$ cat src/rtl/cp0_unit.sv
// CP0 coprocessor: architectural state, MTC0/MFC0, exception/ERET commit, vector and interrupt generation.
// MFC0 reads and the vector are combinational; all writes land on the next clk edge. Nothing stalls.
module cp0_unit #(
    parameter int          TLB_ENTRIES = 16,
    parameter int          COUNT_DIV   = 2,
    parameter logic [31:0] PRID_VALUE  = 32'h00004220,
    parameter int          TIMER_IP    = 7,
    localparam int         IDX_W       = $clog2(TLB_ENTRIES)
) (
    input  logic             clk,
    input  logic             rst,
    input  logic [5:0]       int_i,
    input  logic             we_i,
    input  logic [4:0]       waddr_i,
    input  logic [2:0]       wsel_i,
    input  logic [31:0]      wdata_i,
    input  logic [4:0]       raddr_i,
    input  logic [2:0]       rsel_i,
    output logic [31:0]      rdata_o,
    input  logic             exc_valid_i,
    input  logic [4:0]       exc_code_i,
    input  logic [31:0]      exc_pc_i,
    input  logic             exc_bd_i,
    input  logic [31:0]      exc_badvaddr_i,
    input  logic             exc_badvaddr_we_i,
    input  logic             eret_i,
    output logic [31:0]      exc_vector_o,
    output logic             int_pending_o,
    output logic             timer_int_o,
    output logic [31:0]      status_o,
    output logic [31:0]      cause_o,
    output logic [31:0]      epc_o,
    output logic [IDX_W-1:0] random_o,
    output logic [IDX_W-1:0] index_o
);
    localparam logic [IDX_W-1:0] RAND_MAX  = IDX_W'(TLB_ENTRIES - 1);
    localparam logic             PRESC_MAX = 1'(COUNT_DIV - 1);

    logic [IDX_W-1:0] r_index, r_random, r_wired;
    logic [31:0]      r_badvaddr, r_count, r_compare, r_epc;
    logic             r_presc, r_ti;
    logic             r_bev, r_exl, r_ie;
    logic [7:0]       r_im;
    logic             r_bd, r_iv;
    logic [5:0]       r_ip_hw;
    logic [1:0]       r_ip_sw;
    logic [4:0]       r_exccode;
    logic [17:0]      r_ebase;

    logic w_wr_index, w_wr_wired, w_wr_count, w_wr_compare;
    logic w_wr_status, w_wr_cause, w_wr_epc, w_wr_ebase, w_cnt_inc;
    logic [7:0]  w_ti_mask, w_ip;
    logic [31:0] w_ebase, w_base, w_off;
    logic        w_unused;

    assign w_wr_index   = we_i && waddr_i == 5'd0  && wsel_i == 3'd0;
    assign w_wr_wired   = we_i && waddr_i == 5'd6  && wsel_i == 3'd0;
    assign w_wr_count   = we_i && waddr_i == 5'd9  && wsel_i == 3'd0;
    assign w_wr_compare = we_i && waddr_i == 5'd11 && wsel_i == 3'd0;
    assign w_wr_status  = we_i && waddr_i == 5'd12 && wsel_i == 3'd0;
    assign w_wr_cause   = we_i && waddr_i == 5'd13 && wsel_i == 3'd0;
    assign w_wr_epc     = we_i && waddr_i == 5'd14 && wsel_i == 3'd0;
    assign w_wr_ebase   = we_i && waddr_i == 5'd15 && wsel_i == 3'd1;
    assign w_cnt_inc    = (r_presc == PRESC_MAX) && !w_wr_count;

    assign w_ti_mask = r_ti ? (8'b1 << TIMER_IP) : 8'b0;
    assign w_ip      = {r_ip_hw, r_ip_sw} | w_ti_mask;
    assign w_ebase   = {2'b10, r_ebase, 12'h000};
    assign w_unused  = &{1'b0, wdata_i};

    assign status_o      = {9'b0, r_bev, 6'b0, r_im, 6'b0, r_exl, r_ie};
    assign cause_o       = {r_bd, r_ti, 6'b0, r_iv, 7'b0, w_ip, 1'b0, r_exccode, 2'b00};
    assign epc_o         = r_epc;
    assign random_o      = r_random;
    assign index_o       = r_index;
    assign timer_int_o   = r_ti;
    assign int_pending_o = r_ie && !r_exl && |(w_ip & r_im);

    assign w_base       = r_bev ? 32'hBFC00200 : w_ebase;
    assign w_off        = (exc_code_i == 5'd0 && r_iv) ? 32'h200 : 32'h180;
    assign exc_vector_o = (eret_i && !exc_valid_i) ? r_epc : w_base + w_off;

    always_comb begin
        rdata_o = 32'h0;
        case ({raddr_i, rsel_i})
            {5'd0,  3'd0}: rdata_o = 32'(r_index);
            {5'd1,  3'd0}: rdata_o = 32'(r_random);
            {5'd6,  3'd0}: rdata_o = 32'(r_wired);
            {5'd8,  3'd0}: rdata_o = r_badvaddr;
            {5'd9,  3'd0}: rdata_o = r_count;
            {5'd11, 3'd0}: rdata_o = r_compare;
            {5'd12, 3'd0}: rdata_o = status_o;
            {5'd13, 3'd0}: rdata_o = cause_o;
            {5'd14, 3'd0}: rdata_o = r_epc;
            {5'd15, 3'd0}: rdata_o = PRID_VALUE;
            {5'd15, 3'd1}: rdata_o = w_ebase;
            {5'd16, 3'd0}: rdata_o = 32'h80000000;
            default:       rdata_o = 32'h0;
        endcase
    end

    always_ff @(posedge clk) begin
        if (rst) begin
            r_index    <= '0;
            r_random   <= RAND_MAX;
            r_wired    <= '0;
            r_badvaddr <= '0;
            r_count    <= '0;
            r_compare  <= '0;
            r_epc      <= '0;
            r_presc    <= 1'b0;
            r_ti       <= 1'b0;
            r_bev      <= 1'b1;
            r_exl      <= 1'b0;
            r_ie       <= 1'b0;
            r_im       <= '0;
            r_bd       <= 1'b0;
            r_iv       <= 1'b0;
            r_ip_hw    <= '0;
            r_ip_sw    <= '0;
            r_exccode  <= '0;
            r_ebase    <= '0;
        end else begin
            r_ip_hw <= int_i;
            if (w_wr_index)   r_index   <= wdata_i[IDX_W-1:0];
            if (w_wr_wired)   r_wired   <= wdata_i[IDX_W-1:0];
            if (w_wr_compare) r_compare <= wdata_i;
            if (w_wr_ebase)   r_ebase   <= wdata_i[29:12];

            if (w_wr_wired || r_random <= r_wired) r_random <= RAND_MAX;
            else                                   r_random <= r_random - 1'b1;

            if (w_wr_count) begin
                r_count <= wdata_i;
                r_presc <= 1'b0;
            end else if (w_cnt_inc) begin
                r_count <= r_count + 32'd1;
                r_presc <= 1'b0;
            end else begin
                r_presc <= r_presc + 1'b1;
            end

            // Compare write clears TI even if the timer matches this cycle
            if (w_wr_compare)                                  r_ti <= 1'b0;
            else if (w_cnt_inc && r_count + 32'd1 == r_compare) r_ti <= 1'b1;

            if (w_wr_status) begin
                r_bev <= wdata_i[22];
                r_im  <= wdata_i[15:8];
                r_ie  <= wdata_i[0];
            end
            if (w_wr_cause) begin
                r_iv    <= wdata_i[23];
                r_ip_sw <= wdata_i[9:8];
            end

            if (exc_valid_i)      r_exl <= 1'b1;
            else if (eret_i)      r_exl <= 1'b0;
            else if (w_wr_status) r_exl <= wdata_i[1];

            // Nested exceptions (EXL already set) keep the original EPC/BD
            if (exc_valid_i && !r_exl) begin
                r_epc <= exc_bd_i ? exc_pc_i - 32'd4 : exc_pc_i;
                r_bd  <= exc_bd_i;
            end else if (w_wr_epc) begin
                r_epc <= wdata_i;
            end
            if (exc_valid_i)                       r_exccode  <= exc_code_i;
            if (exc_valid_i && exc_badvaddr_we_i)  r_badvaddr <= exc_badvaddr_i;
        end
    end
endmodule

$ cat config.mk
export PLATFORM = sky130hd
export DESIGN_NAME = cp0_unit
export DESIGN_NICKNAME = d
export VERILOG_FILES = /design/src/rtl/cp0_unit.sv
export SDC_FILE = /design/constraint.sdc
export NUM_CORES = 1
export LEC_CHECK = 0
export CAP_MARGIN = 20
export CORE_MARGIN = 2
export CORE_UTILIZATION = 40
export CTS_CLUSTER_DIAMETER = 120
export DETAILED_ROUTE_END_ITERATION = 12
export PLACE_DENSITY = 0.64
export SYNTH_ARGS = -nofsm -noshare
export SYNTH_HDL_FRONTEND = slang
export SYNTH_SLANG_ARGS = --single-unit
$ cat constraint.sdc
create_clock -name clk -period 6.2 [get_ports clk]
set_input_delay 0.62 -clock clk [delete_from_list [all_inputs] [get_ports clk]]
set_output_delay 0.62 -clock clk [all_outputs]
set_load 0.01 [all_outputs]
==> impl_metrics.json, run 1 <==
{
  "fin_setup_tns_ns": 0,
  "finalCritPeriodShare_pct": 70.69,
  "yosysTopAreaCell": "dfxtp_1",
  "clock_sinks": 186,
  "crit_path_top_delay_cell": "nor2_2",
  "synth-async-reset-ratio_pct": 0,
  "slew_headroom_pct": 25.40,
  "rsz0062_at_grt": "no",
  "rrSetupSlack_ns": 2.74,
  "seq_power_share_pct": 46.5,
  "portBuffers": 262,
  "final_core_util_pct": 52.35,
  "post_cts_resized": 0,
  "gp_congestion": 0.9658,
  "cts-htree-levels": 4,
  "grt_pass1_vias": 10024,
  "synth_area_mm2": 0.01086,
  "viasPerCell": 5.725,
  "post-dp-hpwl_mm": 33.09,
  "synth-compound-area-share_pct": 16.06,
  "ys_ff_latch": 186,
  "initial_utilization_pct": 40.50,
  "pin_count": 300,
  "crit_top_cell": "clkdlybuf4s50_1",
  "fmax_mhz": 228.2,
  "drive_gt1_share_pct": 5.133,
  "p_switching_w": 0.0007841,
  "num_vias": 10992,
  "synth_fa_ha_area_share_pct": 0.9221,
  "avgSynthCellArea_um2": 7.844,
  "drc_errors": 0,
  "postCtsSetupBuffers": 0,
  "grt_max_degree": 107,
  "synth_mux_area_share_pct": 7.192,
  "clockBufferDepth": 2,
  "yosys_warnings": 0,
  "synth_cell_types": 62,
  "layout_common_cells": "clkdlybuf4s50_1 (261), nand2_1 (232), dfxtp_1 (186)",
  "hold_end": "r_badvaddr[22]",
  "p_sw_share_pct": 28.35,
  "clkPwrFrac_pct": 40.2,
  "hp-class": "flip-flop to flip-flop",
  "rows": 60,
  "nNetsFinal": 1704,
  "clk_latency_ns": 0.45,
  "antenna_found_initial": 1,
  "status": "finished clean",
  "regToRegEndpoint": "timer_int_o",
  "netlist_top_cells_area": "dfxtp_1 (34%), nand2_1 (8.1%), mux2i_1 (7.2%), nor2_1 (5.4%), xnor2_1 (4.7%)",
  "end_kind": "primary output",
  "p_per_area_mw_per_mm2": 197.1,
  "power.internal_w": 0.001981,
  "hold_buffers": 0,
  "root_buffer": "clkbuf_16",
  "crit_path_max_fanout": 21,
  "cp_data_required_time_ns": 5.58,
  "final_common_cell": "clkdlybuf4s50_1",
  "numCtsBuffers": 17,
  "finClkSkew_ns": 0.01525,
  "synth-edff-count": 0,
  "drv_cap": 0,
  "die_y_um": 168.7,
  "first_pass_iters": 8,
  "syn_inst": 1384,
  "min_period_ns": 4.383,
  "critPathKind": "input pin to primary output",
  "synth_xor_area_share_pct": 8.794,
  "min_from": "r_badvaddr[22]",
  "synth_ff_type": "dfxtp_1",
  "p_leak_nw": 4.927,
  "grt_overflow_total": 0,
  "path_cells": "clkdlybuf4s50_1, or4_1, nor2_2, buf_4, a22oi_1, nand3_1, clkdlybuf4s50_1",
  "r2r_cells": 8,
  "hold_viol": 0,
  "core_area_mm2": 0.02680,
  "grtUsageTotal_pct": 29.95,
  "maxSlewViolCount": 0,
  "fp.dieW_um": 168.7,
  "synth-simple-area-share_pct": 25.02,
  "fillers": 2572,
  "drt_wl_total_mm": 43.63,
  "die_area_mm2": 0.02847,
  "syn_to_final_growth_pct": 29.24,
  "hold-path-cell-count": 2,
  "regArea_mm2": 0.003724,
  "setup_viol": 0,
  "synth.top_cell.area_share_pct": 34.30,
  "wire_per_inst_um": 22.72,
  "ant_nets": 0,
  "comb_power_share_pct": 13.3,
  "grt_pass1_wl_mm": 64.43,
  "synth_seq_area_share_pct": 34.30,
  "drtIter0Drc": 1354,
  "tritoncts": "done",
  "worstMarginPinSlew_ns": 1.118,
  "setup.worst_path.start_class": "input pin",
  "arrival_ns": 3.76,
  "timing.rr.start": "r_count[0]",
  "path_clk_slew_ns": 0.07,
  "multiInputGateArea_mm2": 0.006472,
  "synth_top_family_by_area": "simple AND/OR/NAND/NOR gates",
  "max_stage_delay_ns": 0.90,
  "ir_worst_vdd_v": 0.0001789
}
worst max-delay path: cells and delay by family:
family | cells | cell delay (ns)
buf+inv | 3 | 1.32
compound gates | 1 | 0.12
simple gates | 3 | 1.69
worst max-delay path by stage:
stage	start	to	slack, ns	depth (start not counted)
4_1_cts	rsel_i[1]	rdata_o[14]	1.87	7
5_1_grt	rsel_i[1]	rdata_o[17]	1.70	7
3_3_place_gp	rsel_i[1]	rdata_o[17]	1.85	7
2_1_floorplan	exc_pc_i[6]	epc_o[28]	3.19	9
3_5_place_dp	rsel_i[1]	rdata_o[17]	1.88	7
6_report	rsel_i[1]	rdata_o[17]	1.82	7
power groups by stage:
stage	registers (W)	clock network [W]	logic, W
after CTS	0.00128	0.00112	0.000366
after floorplan	0.00129	0	0.000163
after detailed placement	0.00131	0	0.000364
final	0.00128	0.00111	0.000368
after global placement	0.00131	0	0.000363
after global routing	0.00129	0.00116	0.000395
metrics by stage:
step | power (W) | cells | hold slack (ns) | worst slack [ns] | instance area (um2)
3_3_place_gp | 0.001675 | 1887 | 0.4414 | 1.849 | 13440
3_5_place_dp | 0.001674 | 1887 | 0.4469 | 1.876 | 13440
5_1_grt | 0.002844 | 1920 | 0.4674 | 1.704 | 14030
2_1_floorplan | 0.001453 | 1420 | 0.4345 | 3.190 | 10990
4_1_cts | 0.002768 | 1918 | 0.4570 | 1.873 | 14020
6_report | 0.002765 | 1920 | 0.4578 | 1.817 | 14030
final cells by class:
class	instances	area share [%]
Tap cell	341	3.041
Clock buffer	17	3.032
Inverter	17	0.4548
Clock inverter	14	1.115
Sequential cell	186	26.54
Multi-Input combinational cell	1064	46.13
Antenna cell	1	0.01784
Timing Repair Buffer	280	19.66
synth_stat cells (9+ instances only):
| library cell | number |
|---|---|
| dfxtp_1 | 186 |
| nand4_1 | 26 |
| mux2i_1 | 78 |
| nand3_1 | 39 |
| nor4_1 | 12 |
| xor2_1 | 51 |
| a21oi_1 | 70 |
| o21ai_0 | 24 |
| a211oi_1 | 63 |
| inv_1 | 17 |
| buf_4 | 48 |
| nor3_1 | 21 |
| nand2b_1 | 21 |
| nor2_1 | 155 |
| a222oi_1 | 27 |
| nor2b_1 | 12 |
| clkbuf_1 | 91 |
| a22oi_1 | 35 |
| xnor2_1 | 58 |
| and2_1 | 12 |
| nand2_1 | 233 |
| buf_1 | 9 |
kinds of logic (layout without fill, tap and decap cells):
kind of cell | Yosys count | after routing
other cells | 1 | 38
buf+inv | 170 | 328
flops | 186 | 186
xor+xnor | 109 | 109
simple gates | 582 | 582
mux | 78 | 78
compound gates | 250 | 250
fa+ha+maj | 8 | 8
sequential cells by signal, indices dropped and copies added, names as in the netlist, 4 cells and up:
register and flops:
random_o 4, r_ip_hw 6, r_badvaddr 32, r_im 8, r_compare 32, r_count 32, epc_o 32, r_ebase 18
r_exccode 5, index_o 4, r_wired 4
layer usage:
layer / global-route usage [%] / wire length [um] / up-vias
met5: 0 / 0 / -
met4: 6.934 / 808 / 0
met3: 6.500 / 4353 / 41
met2: 42.73 / 18130 / 560
met1: 45.55 / 20340 / 5264
li1: - / - / 5127
Note: power is estimated with default switching activity, not from simulation.
==> inputs of run 2 (changes only) <==
==> constraint.sdc (replaced) <==
create_clock -name clk -period 4.2 [get_ports clk]
set_input_delay 0.42 -clock clk [delete_from_list [all_inputs] [get_ports clk]]
set_output_delay 0.42 -clock clk [all_outputs]
set_load 0.01 [all_outputs]
==> run 2 against run 1 <==
  * Utilization up 0.38 points
  * Combinational power up 51%
  * First-iteration DRC count down 10%
  * Sequential cell count unchanged
  * Die area unchanged
  * Clock skew down 0.0056 ns
==> impl_metrics.json, run 2 (synthesis gave the netlist of run 1 again) <==
{
  "slew_headroom_pct": 35.81,
  "min_period_ns": 3.486,
  "postCtsSetupBuffers": 0,
  "clk_latency_ns": 0.43,
  "clock_sinks": 186,
  "maxSlewViolCount": 0,
  "cp-endpoint": "rdata_o[5]",
  "drive_gt1_share_pct": 5.849,
  "drtIter0Drc": 1217,
  "tritoncts": "done",
  "grtUsageTotal_pct": 30.19,
  "timing.rr.start": "r_count[1]",
  "regToRegEndpoint": "timer_int_o",
  "grt_pass1_vias": 10185,
  "final_common_cell": "clkdlybuf4s50_1",
  "fp.dieW_um": 168.7,
  "setup_viol": 0,
  "ir_worst_vdd_v": 0.0002546,
  "drt_wl_total_mm": 43.60,
  "hold_viol": 0,
  "grt_pass1_wl_mm": 65.04,
  "root_buffer": "clkbuf_16",
  "crit_path_top_delay_cell": "or4_1",
  "gp_congestion": 0.9947,
  "num_vias": 10990,
  "layout_common_cells": "clkdlybuf4s50_1 (261), nand2_1 (232), dfxtp_1 (186)",
  "hold_buffers": 0,
  "first_pass_iters": 10,
  "cp_data_required_time_ns": 3.78,
  "pin_count": 300,
  "fin_setup_tns_ns": 0,
  "max_stage_delay_ns": 0.67,
  "ant_nets": 0,
  "critPathLaunch": "rsel_i[1]",
  "die_y_um": 168.7,
  "viasPerCell": 5.691,
  "setup.worst_path.start_class": "input pin",
  "grt_overflow_total": 0,
  "crit_path_max_fanout": 7,
  "core_area_mm2": 0.02680,
  "nNetsFinal": 1717,
  "portBuffers": 262,
  "wire_per_inst_um": 22.58,
  "antenna_cells": 0,
  "finalCritPeriodShare_pct": 83.01,
  "critical_path_depth": 8,
  "regArea_mm2": 0.003724,
  "clockBufferDepth": 2,
  "pre_cts_ws_ns": 0.6743,
  "p_per_area_mw_per_mm2": 288.7,
  "r2r_cells": 9,
  "crit_family": "simple AND/OR/NAND/NOR gates",
  "hp-class": "input pin to flip-flop",
  "end_kind": "primary output",
  "status": "finished clean",
  "setup_slack_ns": 0.7137,
  "antenna_found_initial": 1,
  "grt_max_degree": 76,
  "path_cells": "clkdlybuf4s50_1, or4_1, nand2b_1, nor2_1, buf_4, a221oi_1, nand2_1, clkdlybuf4s50_1",
  "die_area_mm2": 0.02847,
  "cts-htree-levels": 4,
  "path_clk_slew_ns": 0.07,
  "multiInputGateArea_mm2": 0.006472,
  "post_cts_resized": 0,
  "rows": 60,
  "drv_cap": 0,
  "post-dp-hpwl_mm": 32.94,
  "fillers": 2569,
  "initial_utilization_pct": 40.50,
  "path_buf_inv": 3,
  "arrival_ns": 3.07,
  "p_leak_nw": 4.992,
  "rsz0062_at_grt": "no",
  "numCtsBuffers": 17,
  "finClkSkew_ns": 0.009606,
  "critPathKind": "input pin to primary output",
  "syn_to_final_growth_pct": 30.19,
  "worstMarginPinSlew_ns": 0.9616,
  "fmax_mhz": 286.8,
  "rrSetupSlack_ns": 0.93,
  "crit_top_cell": "clkdlybuf4s50_1",
  "drc_errors": 0
}
-- run 2: cell types whose count changed in the layout (fill, tap and decap cells not counted) --
| cell | before | now |
|---|---|---|
| clkbuf_8 | 0 | 1 |
| diode_2 | 1 | 0 |
| clkinvlp_4 | 1 | 2 |
| buf_12 | 0 | 1 |
| inv_6 | 4 | 5 |
| clkinv_4 | 2 | 1 |
| clkbuf_4 | 1 | 0 |
| clkinv_2 | 1 | 2 |
| clkinv_8 | 1 | 0 |
| inv_8 | 4 | 0 |
| bufinv_16 | 1 | 2 |
| buf_4 | 17 | 30 |
-- run 2: cell type report --
type / count / area share, %
multi-input combinational: 1064 / 45.80
tap: 341 / 3.019
inverter: 17 / 0.4515
clock buffer: 18 / 3.108
sequential: 186 / 26.35
timing repair buffer: 293 / 20.30
clock inverter: 12 / 0.9739
-- run 2: worst min path at each step --
stage	slack, ns	cells past startpoint	from	to
2_1_floorplan	0.43	1	random_o[0]	random_o[0]
3_3_place_gp	0.44	2	r_badvaddr[30]	r_badvaddr[30]
3_5_place_dp	0.45	2	r_badvaddr[30]	r_badvaddr[30]
4_1_cts	0.43	2	rst	r_ebase[9]
5_1_grt	0.47	2	rst	r_wired[2]
6_report	0.45	2	rst	r_ebase[9]
-- run 2: through the flow --
stage	power [W]	hold slack, ns	area, um2	utilization [%]	std cells
floorplan	0.002145	0.4345	10990	-	1420
global placement	0.002470	0.4414	13560	50.58	1901
detailed placement	0.002471	0.4460	13560	50.58	1901
CTS	0.004089	0.4326	14130	52.73	1931
global route	0.004221	0.4690	14130	52.73	1931
finish	0.004080	0.4458	14130	52.73	1931
-- run 2: report_power, final --
group	total [W]	leakage, nW	switching [W]	internal, W
Sequential	0.00188	1.51	0.0000687	0.00182
Clock	0.00164	0.280	0.000744	0.000896
Combinational	0.000556	3.20	0.000288	0.000268
-- run 2: metal layers --
layer  up-vias  track usage, %  routed length, um  part of all wire [%]
li1       5155               -                  -                     -
met5         -               0                 13                 0.030
met2       581           43.42              18220                    42
met1      5200           45.85              20030                    46
met3        52           5.635               4447                    10
met4         2           7.909                890                   2.0
